**src/rtl/conv1_window_gen.sv**
```systemverilog
// Streaming KxK sliding-window generator for the conv1 PE (valid convolution, stride 1).
// Optional macro WIN_COORD_EN adds out_x/out_y output-position coordinates.
module conv1_window_gen #(
  parameter int IMG_W = 32,
  parameter int IMG_H = 32,
  parameter int K     = 5,
  parameter int DW    = 8
) (
  input  logic                  clk,
  input  logic                  rst_n,
  input  logic                  start,
  input  logic                  in_valid,
  output logic                  in_ready,
  input  logic [DW-1:0]         in_pixel,
  output logic                  out_valid,
  output logic [K*K*DW-1:0]     win,
  output logic                  busy,
`ifdef WIN_COORD_EN
  output logic [$clog2(IMG_W)-1:0] out_x,
  output logic [$clog2(IMG_W)-1:0] out_y,
`endif
  output logic                  frame_done
);

  localparam int CW = $clog2(IMG_W);
  localparam int RW = $clog2(IMG_H);
  localparam logic [CW-1:0] COL_LAST = CW'(IMG_W - 1);
  localparam logic [RW-1:0] ROW_LAST = RW'(IMG_H - 1);
  localparam logic [CW-1:0] COL_GATE = CW'(K - 1);
  localparam logic [RW-1:0] ROW_GATE = RW'(K - 1);
  localparam logic [CW-1:0] COL_ONE  = CW'(1);
  localparam logic [RW-1:0] ROW_ONE  = RW'(1);

  typedef enum logic [1:0] {
    ST_IDLE = 2'd0,
    ST_RUN  = 2'd1,
    ST_DONE = 2'd2
  } state_t;

  state_t            state_r;
  state_t            state_nxt_s;
  logic [CW-1:0]     col_r;
  logic [RW-1:0]     row_r;
  logic              accept_s;
  logic              last_px_s;
  logic              emit_s;
  logic [K*K*DW-1:0] win_flat_s;

  // lb_r[i] holds image row (row_r - (K-1) + i); lb_r[K-2] is the row just above.
  logic [DW-1:0] lb_r       [K-1][IMG_W];
  logic [DW-1:0] win_arr_r  [K][K];
  logic [DW-1:0] win_nxt_s  [K][K];

  assign accept_s  = in_valid & in_ready;
  assign last_px_s = (row_r == ROW_LAST) && (col_r == COL_LAST);
  // Gating on col suppresses windows that would straddle a row wrap.
  assign emit_s    = (row_r >= ROW_GATE) && (col_r >= COL_GATE);

  // Next window: shift every row left, new column enters on the right.
  always_comb begin
    for (int r = 0; r < K; r++) begin
      for (int c = 0; c < K - 1; c++) begin
        win_nxt_s[r][c] = win_arr_r[r][c+1];
      end
    end
    for (int r = 0; r < K - 1; r++) begin
      win_nxt_s[r][K-1] = lb_r[r][col_r];
    end
    win_nxt_s[K-1][K-1] = in_pixel;
  end

  // Flatten next window as tap k = r*K + c.
  always_comb begin
    win_flat_s = '0;
    for (int r = 0; r < K; r++) begin
      for (int c = 0; c < K; c++) begin
        win_flat_s[(r*K+c)*DW +: DW] = win_nxt_s[r][c];
      end
    end
  end

  // Frame FSM next-state logic.
  always_comb begin
    state_nxt_s = state_r;
    case (state_r)
      ST_IDLE: begin
        if (start) begin
          state_nxt_s = ST_RUN;
        end else begin
          state_nxt_s = ST_IDLE;
        end
      end
      ST_RUN: begin
        if (accept_s && last_px_s) begin
          state_nxt_s = ST_DONE;
        end else begin
          state_nxt_s = ST_RUN;
        end
      end
      ST_DONE: state_nxt_s = ST_IDLE;
      default: state_nxt_s = ST_IDLE;
    endcase
  end

  // State register and status outputs decoded from the next state.
  always_ff @(posedge clk or negedge rst_n) begin
    if (!rst_n) begin
      state_r    <= ST_IDLE;
      in_ready   <= 1'b0;
      busy       <= 1'b0;
      frame_done <= 1'b0;
    end else begin
      state_r    <= state_nxt_s;
      in_ready   <= (state_nxt_s == ST_RUN);
      busy       <= (state_nxt_s != ST_IDLE);
      frame_done <= (state_nxt_s == ST_DONE);
    end
  end

  // Raster position of the next pixel to be accepted.
  always_ff @(posedge clk or negedge rst_n) begin
    if (!rst_n) begin
      col_r <= '0;
      row_r <= '0;
    end else if ((state_r == ST_IDLE) && start) begin
      col_r <= '0;
      row_r <= '0;
    end else if (accept_s) begin
      if (col_r == COL_LAST) begin
        col_r <= '0;
        row_r <= row_r + ROW_ONE;
      end else begin
        col_r <= col_r + COL_ONE;
      end
    end
  end

  // Registered window output; holds until the next emitted window.
  always_ff @(posedge clk or negedge rst_n) begin
    if (!rst_n) begin
      out_valid <= 1'b0;
      win       <= '0;
`ifdef WIN_COORD_EN
      out_x     <= '0;
      out_y     <= '0;
`endif
    end else begin
      out_valid <= accept_s & emit_s;
      if (accept_s && emit_s) begin
        win   <= win_flat_s;
`ifdef WIN_COORD_EN
        out_x <= col_r - COL_GATE;
        out_y <= CW'(row_r - ROW_GATE);
`endif
      end
    end
  end

  // Line buffers and window array; contents are refilled before any emission.
  always_ff @(posedge clk) begin
    if (accept_s) begin
      for (int i = 0; i < K - 2; i++) begin
        lb_r[i][col_r] <= lb_r[i+1][col_r];
      end
      lb_r[K-2][col_r] <= in_pixel;
      win_arr_r        <= win_nxt_s;
    end
  end

endmodule

```
**config.mk**
```make
export PLATFORM = sky130hd
export DESIGN_NAME = conv1_window_gen
export DESIGN_NICKNAME = d
export VERILOG_FILES = /design/src/rtl/conv1_window_gen.sv
export SDC_FILE = /design/constraint.sdc
export NUM_CORES = 1
export LEC_CHECK = 0
export CAP_MARGIN = 20
export CORE_ASPECT_RATIO = 1.4
export CORE_MARGIN = 2
export CORE_UTILIZATION = 35
export CTS_CLUSTER_DIAMETER = 30
export DETAILED_ROUTE_END_ITERATION = 12
export PLACE_DENSITY = 0.49
export SYNTH_ARGS = -nofsm -noshare
export SYNTH_HDL_FRONTEND = slang
export SYNTH_SLANG_ARGS = --single-unit
```
**constraint.sdc**
```tcl
create_clock -name clk -period 15.1 [get_ports clk]
set_input_delay 2.265 -clock clk [delete_from_list [all_inputs] [get_ports clk]]
set_output_delay 2.265 -clock clk [all_outputs]
set_load 0.01 [all_outputs]
```
==> results of run 1 <==
-- where the power goes --
group	leakage, nW	switching, mW	internal [mW]
Combinational	6.08	1.82	0.611
Sequential	13.8	0.125	5.33
Clock	3.28	1.78	2.88
-- sequential cells by signal, summed over array words and instances (netlist names) --
| signal | count |
|---|---|
| state_r | 2 |
| row_r | 5 |
| out_valid | 1 |
| win_arr_r | 160 |
| lb_r | 1024 |
| col_r | 5 |
| frame_done | 1 |
| busy | 1 |
| win | 200 |
| in_ready | 1 |
-- Yosys cell counts (all sizes together) (8+ instances only) --
cell	n
buf	128
clkbuf	23
dfrtp	216
edfxtp	1184
ha	8
mux2	201
mux2i	513
nand2	44
nor2	40
nor4	64
o22ai	256
-- cells in the final DEF, fill, tap and decap left out, drive strengths merged, types with 4 or more instances in the layout --
cell,count
nand4bb,6
o22ai,256
clkinv,68
nor4,64
clkinvlp,27
diode,4
ha,8
mux2,201
nor2,40
nand4b,4
inv,32
buf,104
or4b,4
a21oi,6
mux2i,513
clkbuf,235
bufinv,20
clkdlybuf4s50,212
edfxtp,1184
nor3,6
dfrtp,216
nand2,44
-- layer usage --
| layer | global-route usage, % | vias to the layer above |
|---|---|---|
| li1 | - | 11700 |
| met1 | 20.0 | 13800 |
| met2 | 29.6 | 617 |
| met3 | 2.81 | 198 |
| met4 | 5.21 | 0 |
| met5 | 0 | - |
-- through the flow --
stage | utilization [%] | setup slack (ns) | std cells
after global placement | 38.5 | 9.11 | 4838
after CTS | 43.2 | 9.78 | 5218
after detailed placement | 38.5 | 8.93 | 4842
final | 43.2 | 9.82 | 5223
after global routing | 43.2 | 9.59 | 5220
after floorplan | - | 5.82 | 2735
-- worst paths after layout --
| kind | startpoint | slack, ns | end | depth (start not counted) |
|---|---|---|---|---|
| setup / recovery | in_valid | 9.82 | lb_r[1][139]$_DFFE_PP_ | 6 |
| hold / removal | win_arr_r[131]$_DFFE_PP_ | 0.44 | win_arr_r[139]$_DFFE_PP_ | 0 |
| setup reg to reg | col_r[0]$_DFFE_PN0P_ | 10.00 | win[116]$_DFFE_PN0P_ | 7 |
| hold reg to reg | win_arr_r[131]$_DFFE_PP_ | 0.44 | win_arr_r[139]$_DFFE_PP_ | 0 |
| max in group asynchronous | rst_n | 11.38 | win[147]$_DFFE_PN0P_ | 3 |
| min in group asynchronous | rst_n | 1.52 | win[48]$_DFFE_PN0P_ | 1 |
-- cells by family (layout without fill, tap and decap cells) --
group | after synthesis | count (layout) | synth area share, %
flip-flops | 1400 | 1400 | 78.3
other | 0 | 4 | 0
AND/OR/NAND/NOR | 187 | 187 | 1.97
XOR/XNOR | 3 | 3 | 0.0502
multiplexers | 714 | 714 | 14.1
buffers and inverters | 157 | 698 | 1.85
AO/OA/AOI/OAI | 266 | 266 | 3.54
adder cells (fa/ha/maj) | 8 | 8 | 0.191
-- cell type report --
cell class	count	area share, %
multi-input cells	1178	16.7
diodes	4	0.0156
flip-flops and latches	1400	64.0
well taps	1943	3.80
inverters	6	0.0469
clock buffers	235	8.23
repair buffers	316	4.67
clock inverters	141	2.54
==> flow_metrics.py, run 1 <==
metrics = {
    "place": {
        "hpwl_um": 70300,
        "io_buffer_count": 215,
        "gp_congestion": 0.748,
        "postPlaceCellArea_um2": 57100,
    },
    "yosys": {
        "synth_area_leaders": "edfxtp_1, dfrtp_1, mux2i_1, mux2_1, o22ai_1",
        "ys_async_sr_fraction_pct": 15.4,
        "synth.avg_cell_area_um2": 19.1,
        "synth_cell_type_count": 36,
        "synthFlopType": "edfxtp_1",
        "synthesis.nets": 2755,
        "synth_top_area_share_pct": 67.9,
        "yosysWarnings": 0,
        "ys_seq_area_share_pct": 78.3,
        "synth_seq_cells": 1400,
        "synth_top_cell_by_area": "edfxtp_1",
        "synth_cells": 2735,
        "synth-edff-count": 1184,
        "synthesis.area_um2": 52300,
    },
    "cells_and_area": {
        "multi_input_area_um2": 10700,
        "layout-drive-gt1-share_pct": 17.2,
        "area_growth_pct": 22.3,
        "fillCellCount": 12800,
        "fin_nets": 3122,
        "final_cell_area_um2": 64000,
        "seq_area_um2": 41000,
    },
    "run_status": {
        "outcome": "finished clean",
    },
    "global_routing": {
        "overflow": 0,
        "grt_pass1_vias": 27900,
        "track_usage_pct": 16.5,
        "grt_max_degree": 143,
        "antenna_found_initial": 7,
        "grt_pass1_wl_um": 184000,
    },
    "critical_path": {
        "cp-start-kind": "input port",
        "required_ns": 15.53,
        "cp.arrival_ns": 5.70,
        "slowest_stage": "nor3_2",
        "crit_family": "simple AND/OR/NAND/NOR gates",
        "path_cells": "clkdlybuf4s50_1 > nand2_1 > inv_8 > nand2_1 > nor3_2 > buf_4",
        "path_max_fanout": 96,
        "cpMostUsedCell": "nand2_1",
        "critPathKind": "input port to flop",
        "max_stage_delay_ns": 0.83,
        "critPathBufInv": 3,
        "cp-end-kind": "flop",
    },
    "floorplanning": {
        "start_util_pct": 35.3,
        "rows": 167,
        "fp.dieH_um": 462,
        "io_pins": 216,
        "core_area_um2": 148000,
        "dieArea_um2": 153000,
        "die_w_um": 331,
    },
    "min_path": {
        "min_path_type": "flop to flop",
    },
    "sta": {
        "timing.final.crit_share_pct": 35.0,
        "layout_min_cycle_time_ns": 5.28,
        "whs_ns": 0.440,
        "worst_pin_slew_ns": 1.21,
        "relSlewSlack_pct": 19.5,
        "max_freq_mhz": 189,
        "setup_tns_ns": 0,
        "hold_viol": 0,
        "skew_ns": 0.0324,
        "setup_viol_count_final": 0,
        "rsz0062_at_grt": "no",
        "maxSlewViolCount": 0,
    },
    "drt": {
        "met1Wirelength_um": 51100,
        "viasPerCell": 5.05,
        "drtIter0Drc": 2123,
        "drc_errors": 0,
        "ant_nets": 0,
        "top_layer_used": "met4",
        "dr.pass1.iters": 5,
        "wl_met2_um": 66400,
        "vias": 26400,
        "finalWirelength_um": 126000,
        "routedWlPerCell_um": 24.1,
        "wl_met3_um": 5220,
    },
    "clock_network": {
        "root_buffer": "clkbuf_16",
        "cts_hold_buf": 0,
        "clk_path_buf_depth": 3,
        "cts_tree": "done",
        "cts_resized": 0,
        "clkTransAtPathRegs_ns": 0.05,
        "clk_latency_ns": 0.81,
        "htree_levels": 4,
        "cts.sinks": 1400,
        "cts_buffers": 200,
        "postCtsSetupRepairBufs": 0,
    },
    "pwr": {
        "leakage_nw": 23.2,
        "total_power_mw": 12.5,
        "pwr_density_cell_nw_per_um2": 196,
        "vdd_ir_drop_max_v": 0.000139,
    },
    "flow_run": {
        "maxCapViolCount": 0,
    },
}
Power figures use the tool's default switching activity.
==> inputs of run 2 (changes only) <==
clock period = 5.2 ns   (was 15.1 ns; I/O delays follow)
==> flow_metrics.py, run 2 (synthesis results as in run 1) <==
metrics = {
    "run_status": {
        "outcome": "finished clean",
    },
    "clock_network": {
        "postCtsSetupRepairBufs": 0,
        "cts_buffers": 215,
        "clk_latency_ns": 0.83,
        "cts_tree": "done",
        "root_buffer": "clkbuf_16",
        "cts.sinks": 1400,
        "cts_resized": 0,
        "cts_hold_buf": 1,
        "clkTransAtPathRegs_ns": 0.05,
        "htree_levels": 4,
        "clk_path_buf_depth": 3,
    },
    "drt": {
        "ant_nets": 0,
        "vias": 26600,
        "dr.pass1.iters": 5,
        "finalWirelength_um": 132000,
        "viasPerCell": 5.01,
        "drc_errors": 0,
        "routedWlPerCell_um": 24.9,
        "drtIter0Drc": 1669,
    },
    "critical_path": {
        "path_max_fanout": 28,
        "cp.arrival_ns": 4.38,
        "cp-end-kind": "flop",
        "required_ns": 5.74,
        "reg2reg_depth": 6,
        "r2r_end": "lb_r[1][179]$_DFFE_PP_",
        "worstSetupStartpoint": "col_r[2]$_DFFE_PN0P_",
        "endpoint": "lb_r[1][179]$_DFFE_PP_",
        "critPathKind": "flop to flop",
        "r2r_slack_ns": 1.37,
        "cp-start-kind": "flop",
        "regToRegStartpoint": "col_r[2]$_DFFE_PN0P_",
    },
    "cells_and_area": {
        "largest_reg_flops": 1024,
        "layout-drive-gt1-share_pct": 19.3,
        "area_growth_pct": 24.9,
        "final_cell_mix": "edfxtp_1, mux2i_1, o22ai_1",
        "fin_nets": 3180,
        "final_common_cell": "edfxtp_1",
        "top_regs": "lb_r: 1024 flops, win: 200 flops, win_arr_r: 160 flops",
        "fin_cells": 5298,
        "largest-register": "lb_r",
    },
    "floorplanning": {
        "start_util_pct": 35.3,
        "fp.dieH_um": 462,
        "io_pins": 216,
        "die_w_um": 331,
        "rows": 167,
        "dieArea_um2": 153000,
        "core_area_um2": 148000,
    },
    "flow_run": {
        "maxCapViolCount": 0,
    },
    "sta": {
        "setup_viol_count_final": 0,
        "max_freq_mhz": 261,
        "maxSlewViolCount": 0,
        "layout_min_cycle_time_ns": 3.83,
        "hold_viol": 0,
        "worst_pin_slew_ns": 1.12,
        "skew_ns": 0.0322,
        "rsz0062_at_grt": "no",
        "setup_tns_ns": 0,
        "relSlewSlack_pct": 25.6,
        "timing.final.crit_share_pct": 73.7,
    },
    "place": {
        "gp_congestion": 0.780,
        "hpwl_um": 76800,
        "io_buffer_count": 215,
        "place_inst": 4885,
    },
    "pwr": {
        "vdd_ir_drop_max_v": 0.000399,
        "pwr_density_cell_nw_per_um2": 576,
        "leakage_nw": 23.9,
    },
    "global_routing": {
        "antenna_found_initial": 1,
        "track_usage_pct": 17.3,
        "grt_pass1_vias": 28300,
        "grt_max_degree": 121,
        "grt_pass1_wl_um": 191000,
        "overflow": 0,
    },
    "min_path": {
        "whs_path_depth": 0,
        "min_path_type": "flop to flop",
        "hp-start": "win_arr_r[56]$_DFFE_PP_",
    },
}
-- run 2: cell count changes in the layout (fill, tap and decap cells not counted), moves of 4 or more --
| cell | before | now |
|---|---|---|
| buf_12 | 5 | 20 |
| buf_4 | 92 | 123 |
| bufinv_16 | 20 | 31 |
| clkbuf_1 | 25 | 14 |
| clkbuf_16 | 203 | 216 |
| clkinv_4 | 28 | 16 |
| clkinv_8 | 2 | 6 |
| inv_6 | 16 | 33 |
-- run 2: final cells by class --
class / instances / area, µm²
antenna: 2 / 5.00
clock buffer: 237 / 5550
clock inverter: 173 / 2210
fill: 12700 / 82800
inverter: 6 / 26.3
multi-input combinational: 1178 / 10700
sequential: 1400 / 41000
tap: 1943 / 2430
timing repair buffer: 359 / 3480
-- run 2: where the power goes --
| part | switching [mW] | total (mW) | internal, mW |
|---|---|---|---|
| clock | 5.54 | 15.0 | 9.45 |
| combinational | 4.93 | 6.82 | 1.89 |
| sequential | 0.382 | 15.8 | 15.4 |
-- run 2: critical path: stages (launching register included) --
cell	delay, ns
dfrtp_1	0.85
nand4bb_2	0.51
buf_4	0.47
o22ai_1	0.17
nor4_1	0.50
nand2_1	0.61
buf_4	0.40
-- run 2: worst min path at each step --
| stage | end | slack [ns] |
|---|---|---|
| 2_1_floorplan | win_arr_r[184]$_DFFE_PP_ | 0.42 |
| 3_3_place_gp | win_arr_r[170]$_DFFE_PP_ | 0.43 |
| 3_5_place_dp | win_arr_r[27]$_DFFE_PP_ | 0.43 |
| 4_1_cts | win_arr_r[64]$_DFFE_PP_ | 0.44 |
| 5_1_grt | win_arr_r[27]$_DFFE_PP_ | 0.45 |
| 6_report | win_arr_r[64]$_DFFE_PP_ | 0.44 |
-- run 2: per-stage QoR --
stage / power [mW] / util, % / hold WS (ns) / worst slack (ns) / instance area [µm²]
after floorplan: 19.7 / - / 0.420 / 0.178 / 52400
after global placement: 22.8 / 38.9 / 0.425 / 1.32 / 57600
after detailed placement: 23.0 / 38.9 / 0.430 / 1.24 / 57600
after CTS: 38.1 / 44.1 / 0.438 / 1.34 / 65400
after global routing: 39.1 / 44.1 / 0.449 / 1.17 / 65400
final: 37.6 / 44.1 / 0.436 / 1.37 / 65400
-- run 2: per-layer routing --
metal / GRT usage, % / up-vias / share of wire, %
met5: 0 / - / 0
met4: 6.77 / 0 / 3.1
met2: 31.9 / 631 / 54
met1: 19.9 / 13900 / 39
li1: - / 11800 / -
met3: 2.65 / 230 / 3.7
